`src/rtl/pc_pkg.sv`:
```
// pc_pkg: op-codes and shared constants for the program-counter sequencer
package pc_pkg;
  localparam int OP_W = 3;
  localparam logic [OP_W-1:0] OP_NEXT   = 3'd0;
  localparam logic [OP_W-1:0] OP_JUMP   = 3'd1;
  localparam logic [OP_W-1:0] OP_BRANCH = 3'd2;
  localparam logic [OP_W-1:0] OP_CALL   = 3'd3;
  localparam logic [OP_W-1:0] OP_RET    = 3'd4;
endpackage

```
`src/rtl/pc_ras.sv`:
```
// pc_ras: circular-buffer return-address stack; a push when full overwrites the oldest entry
module pc_ras import pc_pkg::*; #(
  parameter int WIDTH = 16,
  parameter int RAS_DEPTH = 4,
  localparam int CW = $clog2(RAS_DEPTH + 1),
  localparam int PW = $clog2(RAS_DEPTH)
) (
  input  logic             I_clk,
  input  logic             I_reset,
  input  logic             push,
  input  logic             pop,
  input  logic [WIDTH-1:0] push_data,
  output logic [WIDTH-1:0] pop_data,
  output logic [CW-1:0]    count,
  output logic             full,
  output logic             empty
);
  logic [WIDTH-1:0] mem [RAS_DEPTH];
  logic [PW-1:0] ptr, ptr_inc, ptr_dec;
  // ptr names the next free slot; when full that slot holds the oldest entry
  assign ptr_inc  = ptr == PW'(RAS_DEPTH - 1) ? '0 : ptr + 1'b1;
  assign ptr_dec  = ptr == '0 ? PW'(RAS_DEPTH - 1) : ptr - 1'b1;
  assign full     = count == CW'(RAS_DEPTH);
  assign empty    = count == '0;
  assign pop_data = mem[ptr_dec];
  always_ff @(posedge I_clk)
    if (push) mem[ptr] <= push_data;
  always_ff @(posedge I_clk)
    if (I_reset) begin
      ptr   <= '0;
      count <= '0;
    end else if (push) begin
      ptr   <= ptr_inc;
      count <= full ? count : count + 1'b1;
    end else if (pop && !empty) begin
      ptr   <= ptr_dec;
      count <= count - 1'b1;
    end
endmodule

```
`src/rtl/pc_seq.sv`:
```
// pc_seq: program-counter sequencer with jumps, relative branches and call/return.
// The return-address stack is built only when PC_RAS_EN is defined.
module pc_seq import pc_pkg::*; #(
  parameter int WIDTH = 16,
  parameter int STEP = 2,
  parameter int RESET_VECTOR = 0,
  parameter int RAS_DEPTH = 4,
  localparam int CW = $clog2(RAS_DEPTH + 1)
) (
  input  logic             I_clk,
  input  logic             I_reset,
  input  logic             I_enable,
  input  logic [OP_W-1:0]  I_op,
  input  logic [WIDTH-1:0] I_target,
  output logic [WIDTH-1:0] O_pc,
  output logic [CW-1:0]    O_ras_count,
  output logic             O_ras_overflow,
  output logic             O_ras_underflow
);
  logic [WIDTH-1:0] pc_q, pc_d, seq_pc, ret_pc;
  assign seq_pc = pc_q + WIDTH'(STEP);
`ifdef PC_RAS_EN
  logic is_call, is_ret, full, empty, ovf_q, unf_q;
  logic [WIDTH-1:0] pop_data;
  assign is_call = I_enable && I_op == OP_CALL;
  assign is_ret  = I_enable && I_op == OP_RET;
  pc_ras #(.WIDTH(WIDTH), .RAS_DEPTH(RAS_DEPTH)) u_ras (
    .I_clk(I_clk), .I_reset(I_reset), .push(is_call), .pop(is_ret),
    .push_data(seq_pc), .pop_data(pop_data), .count(O_ras_count),
    .full(full), .empty(empty)
  );
  // an empty-stack return falls through to the sequential address
  assign ret_pc = empty ? seq_pc : pop_data;
  always_ff @(posedge I_clk)
    if (I_reset) begin
      ovf_q <= 1'b0;
      unf_q <= 1'b0;
    end else begin
      if (is_call && full) ovf_q <= 1'b1;
      if (is_ret && empty) unf_q <= 1'b1;
    end
  assign O_ras_overflow  = ovf_q;
  assign O_ras_underflow = unf_q;
`else
  assign ret_pc          = seq_pc;
  assign O_ras_count     = '0;
  assign O_ras_overflow  = 1'b0;
  assign O_ras_underflow = 1'b0;
`endif
  always_comb
    pc_d = !I_enable                            ? pc_q :
           I_op == OP_NEXT                      ? seq_pc :
           I_op == OP_JUMP || I_op == OP_CALL   ? I_target :
           I_op == OP_BRANCH                    ? pc_q + I_target :
           I_op == OP_RET                       ? ret_pc : pc_q;
  always_ff @(posedge I_clk)
    pc_q <= I_reset ? WIDTH'(RESET_VECTOR) : pc_d;
  assign O_pc = pc_q;
endmodule
```
`config.mk`:
```
export PLATFORM = sky130hd
export DESIGN_NAME = pc_seq
export DESIGN_NICKNAME = d
export VERILOG_FILES = /design/src/rtl/pc_pkg.sv /design/src/rtl/pc_ras.sv /design/src/rtl/pc_seq.sv
export SDC_FILE = /design/constraint.sdc
export NUM_CORES = 1
export LEC_CHECK = 0
export ABC_CLOCK_PERIOD_IN_PS = 4500
export BUFFER_PORTS_ARGS = -buffer_cell sky130_fd_sc_hd__buf_2
export CORE_MARGIN = 1.5
export CORE_UTILIZATION = 42
export CTS_CLUSTER_SIZE = 12
export DETAILED_ROUTE_END_ITERATION = 10
export PLACE_DENSITY_LB_ADDON = 0.15
export SETUP_SLACK_MARGIN = 0.4
export SYNTH_ARGS = -nofsm -noshare
export SYNTH_HDL_FRONTEND = slang
export SYNTH_SLANG_ARGS = --single-unit
```
`constraint.sdc`:
```
create_clock -name I_clk -period 4.5 [get_ports I_clk]
set_input_delay 0 -clock I_clk [delete_from_list [all_inputs] [get_ports I_clk]]
set_output_delay 0 -clock I_clk [all_outputs]
set_load 0.02 [all_outputs]
```
# [Yosys cells after proc, flatten, opt, wreduce, memory -nomap -nowiden]
# Cells that the tools add are included.
[word_totals] regBits=16 output_inout_bits=21 word_cells=15 input_bits=22
[classes] n_reduce_logical=4 mux=4 eq_ne=4 addsub=2
[ops] operator="16-bit 2-to-1 mux" n=4
[ops] operator="16-bit adder" n=1
[ops] operator="16-bit by 2-bit adder with 16-bit output (second input constant)" n=1
[ops] operator="3-bit by 2-bit == test with 1-bit output (second input constant)" n=2
[ops] operator="4-bit nonzero test" n=1
[ops] operator="3-bit by 1-bit == test with 1-bit output (second input constant)" n=1
[ops] operator="3-bit == test (second input constant)" n=1
[ops] operator="3-bit logical NOT" n=1
[ops] operator="2-bit AND reduction" n=1
[ops] operator="1-bit logical OR" n=1

# [Depth between registers and ports, before layout]
[logic_depth] depth_word=5 ltp_mapped=7 depth_no_buf=7

# [Worst setup path before layout]
# No wires, ideal clock.
[synth_path] kind="reg2reg" startpoint="register pc_q[0], in the netlist O_pc[0]" endpoint="register pc_q[14], in the netlist O_pc[14]" setup_ps=79 setup_slack_ps=2176 n_path_buf=0 period_less_slack_ps=2324 required_ps=4421 arrival_time_ps=2245 stages_incl_launch_ff=8 path_cell_list="dfxtp_1 -> ha_1 -> fa_1 -> a211oi_1 -> o211ai_1 -> and3_1 -> or4_1 -> o211ai_1"
[synth_via] elab_chain_cells=5 word_cells_on_any_way=6 cone_classes="2 x add/sub; 4 x mux"
[synth_lines] item="start: declaration" line="pc_seq.sv:20" text="logic [WIDTH-1:0] pc_q, pc_d, seq_pc, ret_pc;"
[synth_lines] item="start signal: assignment" line="pc_seq.sv:57" text="pc_q <= I_reset ? WIDTH'(RESET_VECTOR) : pc_d;"
[synth_lines] item="16-bit by 2-bit adder with 16-bit output" line="pc_seq.sv:21" text="assign seq_pc = pc_q + WIDTH'(STEP);"
[synth_lines] item="16-bit 2-to-1 mux" line="pc_seq.sv:55" text="I_op == OP_RET ? ret_pc : pc_q;"
[synth_lines] item="16-bit 2-to-1 mux" line="pc_seq.sv:54" text="I_op == OP_BRANCH ? pc_q + I_target :"
[synth_lines] item="16-bit 2-to-1 mux" line="pc_seq.sv:53" text="I_op == OP_JUMP || I_op == OP_CALL ? I_target :"
[synth_lines] item="16-bit 2-to-1 mux *" line="pc_seq.sv:52" text="I_op == OP_NEXT ? seq_pc :"
# Every way passes the cells marked *; elsewhere a longest branch is shown, timed or not. The select of a mux whose other input is x is not followed.
# A chain may end at the register's enable or synchronous reset.

# [Final worst setup path]
# Ends and elaborated chain as after synthesis.

==> results.cfg <==
[setup_path]
critPathBufInv = 0
path_max_fanout = 5
critical_path_depth = 7
path_cells = ha_1 > fa_1 > a211oi_1 > o211ai_1 > and3_1 > or4_1 > o211ai_1
r2r-start = O_pc[0]
r2r_end = O_pc[14]
critical_path.top_delay_family = simple AND/OR/NAND/NOR gates
crit_required_ns = 4.69
cpMostUsedCell = o211ai_1
cp-start-kind = flip-flop
cp_slowest_cell = or4_1
crit_path_end_kind = flip-flop
slowest_delay_ns = 0.50
worstPathArrival_ns = 2.61
rrSetupSlack_ns = 2.08
worstSetupEndpoint = O_pc[14]
cp-startpoint = O_pc[0]
worstSetupPathType = reg2reg
reg2reg_depth = 7

[placed_design]
portBuffers = 37
gp_congestion = 0.9417
hpwl_mm = 5.277
place_inst = 372

[sta]
maxSlewViolCount = 0
clock_skew_ns = 0.003418
tns_ns = 0
hold_viol = 0
tightest_slew_ns = 0.9143
max_freq_mhz = 413.6
timing.final.crit_share_pct = 53.72
max_slew_margin_pct = 39.01
rsz0062_at_grt = false
period_needed_ns = 2.418
setup_viol = 0

[outcome]
status = completed

[floorplan]
die_x_um = 73.24
die_y_um = 73.24
start_util_pct = 43.87
num_rows = 25
io_pins = 43
design.core.area_um2 = 4723
dieArea_um2 = 5363

[cells_and_area]
largest_reg_flops = 16
area_growth_pct = 11.84
nets = 349
diodes = 0
final_cells = 375
fillers = 485
drive_above_1_share_pct = 15.26

[route]
drc = 0
ant_nets = 0
wl_mm = 7.254
first_pass_iters = 4
via_per_inst = 6.491
drtIter0Drc = 283
vias = 2434
post_drt_wl_per_cell_um = 19.34

[synthesis]
synth_area_per_cell_um2 = 7.400
synth.most_common_cell = a21oi_1
synth_top_area_share_pct = 15.46
ys_top_cells_by_count = a21oi_1 (23), nand2_1 (21), o21ai_0 (20)
synthTopCellsByArea = dfxtp_1 (15%), ha_1 (9.7%), a21oi_1 (5.6%)
synth_enable_flop_cells = 0
synth_seq_cells = 16
synthDistinctLibCells = 62
netlist_instances = 280
seq_area_frac_synth_pct = 15.46
syn_area_um2 = 2072
ys.flop_type = dfxtp_1
ys_async_sr_fraction_pct = 0
yosysTopAreaCell = dfxtp_1
yosysWarnings = 0

[power_and_ir_drop]
p_leak_nw = 0.9786
internal_power_mw = 0.2945
p_clk_share_pct = 23.6
p_comb_share_pct = 42.8
pwr-share-seq_pct = 33.7
p_switching_mw = 0.2221
ir_drop_v = 0.00009806
p_sw_share_pct = 43.00
power_density_nw_per_um2 = 222.9

[flow_run]
cap_viol_max_count = 0

[cts]
cts_buffers = 3
cts_resized = 0
cts_buffer_depth = 2
clock_sinks = 16
cts_tree = done
clk_pin_slew_ns = 0.08
ctsHoldBuffers = 0
cts_max_level = 1
postCtsSetupRepairBufs = 0
clk_latency_ns = 0.26
root_buffer = clkbuf_8

[global_route]
grt_pass1_wl_mm = 11.26
globalRouteTotalUtil_pct = 27.72
grt_pass1_vias = 2237
grt_max_degree = 16
antenna_found_initial = 0
grt_overflow = 0

[worst_hold_path]
hold_class = in2reg
-- worst register-to-register path: cells and delay by family (launching register included) --
kind                     cells  cell delay (ns)
adder cells (fa/ha/maj)      2             0.65
AO/OA/AOI/OAI                3             0.64
flip-flops                   1             0.33
AND/OR/NAND/NOR              2             0.71
-- cells by family (layout without fill, tap and decap cells) --
| kind of cell | after synthesis | after routing | synth area share [%] |
|---|---|---|---|
| compound gates | 115 | 115 | 38.41 |
| flops | 16 | 16 | 15.46 |
| mux | 3 | 3 | 1.510 |
| simple gates | 96 | 96 | 24.40 |
| other cells | 1 | 5 | 0.1810 |
| buf+inv | 21 | 45 | 4.771 |
| fa+ha+maj | 17 | 17 | 10.63 |
| xor+xnor | 11 | 11 | 4.650 |
-- power groups by stage --
| stage | Sequential [mW] | Clock [mW] | Combinational, mW |
|---|---|---|---|
| after floorplan | 0.184 | 0 | 0.148 |
| after global placement | 0.176 | 0 | 0.215 |
| after detailed placement | 0.177 | 0 | 0.216 |
| after CTS | 0.173 | 0.122 | 0.217 |
| after global routing | 0.176 | 0.127 | 0.241 |
| final | 0.174 | 0.122 | 0.221 |
-- through the flow --
step	setup WS (ns)	power [mW]	hold WS (ns)	utilization, %	instance area [um^2]
final	2.082	0.5166	0.04808	49.06	2317
after global routing	1.917	0.5443	0.08182	49.06	2317
after global placement	2.150	0.3914	0.3083	48.19	2276
after floorplan	2.176	0.3321	0.1937	-	2087
after CTS	2.101	0.5124	0.04793	49.06	2317
after detailed placement	2.112	0.3924	0.3193	48.19	2276
-- how the worst min path moves through the flow --
stage | endpoint | slack (ns) | depth (start not counted) | start
finish | O_pc[6] | 0.05 | 3 | I_target[6]
global route | O_pc[8] | 0.08 | 3 | I_target[8]
CTS | O_pc[6] | 0.05 | 3 | I_target[6]
detailed placement | O_pc[6] | 0.32 | 3 | I_target[6]
global placement | O_pc[6] | 0.31 | 3 | I_target[6]
floorplan | O_pc[6] | 0.19 | 2 | I_target[6]
-- cell type report --
class	instances	area [um^2]	area share (%)
tap	67	83.83	3.618
sequential	16	320.3	13.82
timing repair buffer	37	185.2	7.991
clock buffer	3	41.29	1.782
inverter	5	18.77	0.8099
multi-input combinational	247	1668	71.98
-- cells in the final DEF, fill, tap and decap left out, types with 4 or more instances in the layout --
cell      count
nor2_1       17
nand2_1      21
nand3_1      18
o21ai_0      20
nor4_1        6
ha_1         16
nor3_1        5
a211oi_1      8
a211o_1       4
a21o_1        6
o22ai_1       5
dfxtp_1      16
xor2_1        5
inv_1         5
o211ai_1      6
xnor2_1       6
a31oi_1       5
and3_1        7
conb_1        5
buf_2        37
a21oi_1      23
-- layer usage --
layer / routed length, um / track usage, % / vias to the layer above
met5: 0 / 0 / -
met4: 294 / 14.68 / 0
met3: 575 / 3.591 / 25
met2: 3268 / 44.14 / 108
met1: 3115 / 36.23 / 1141
li1: - / - / 1160
Power figures use the tool's default switching activity.
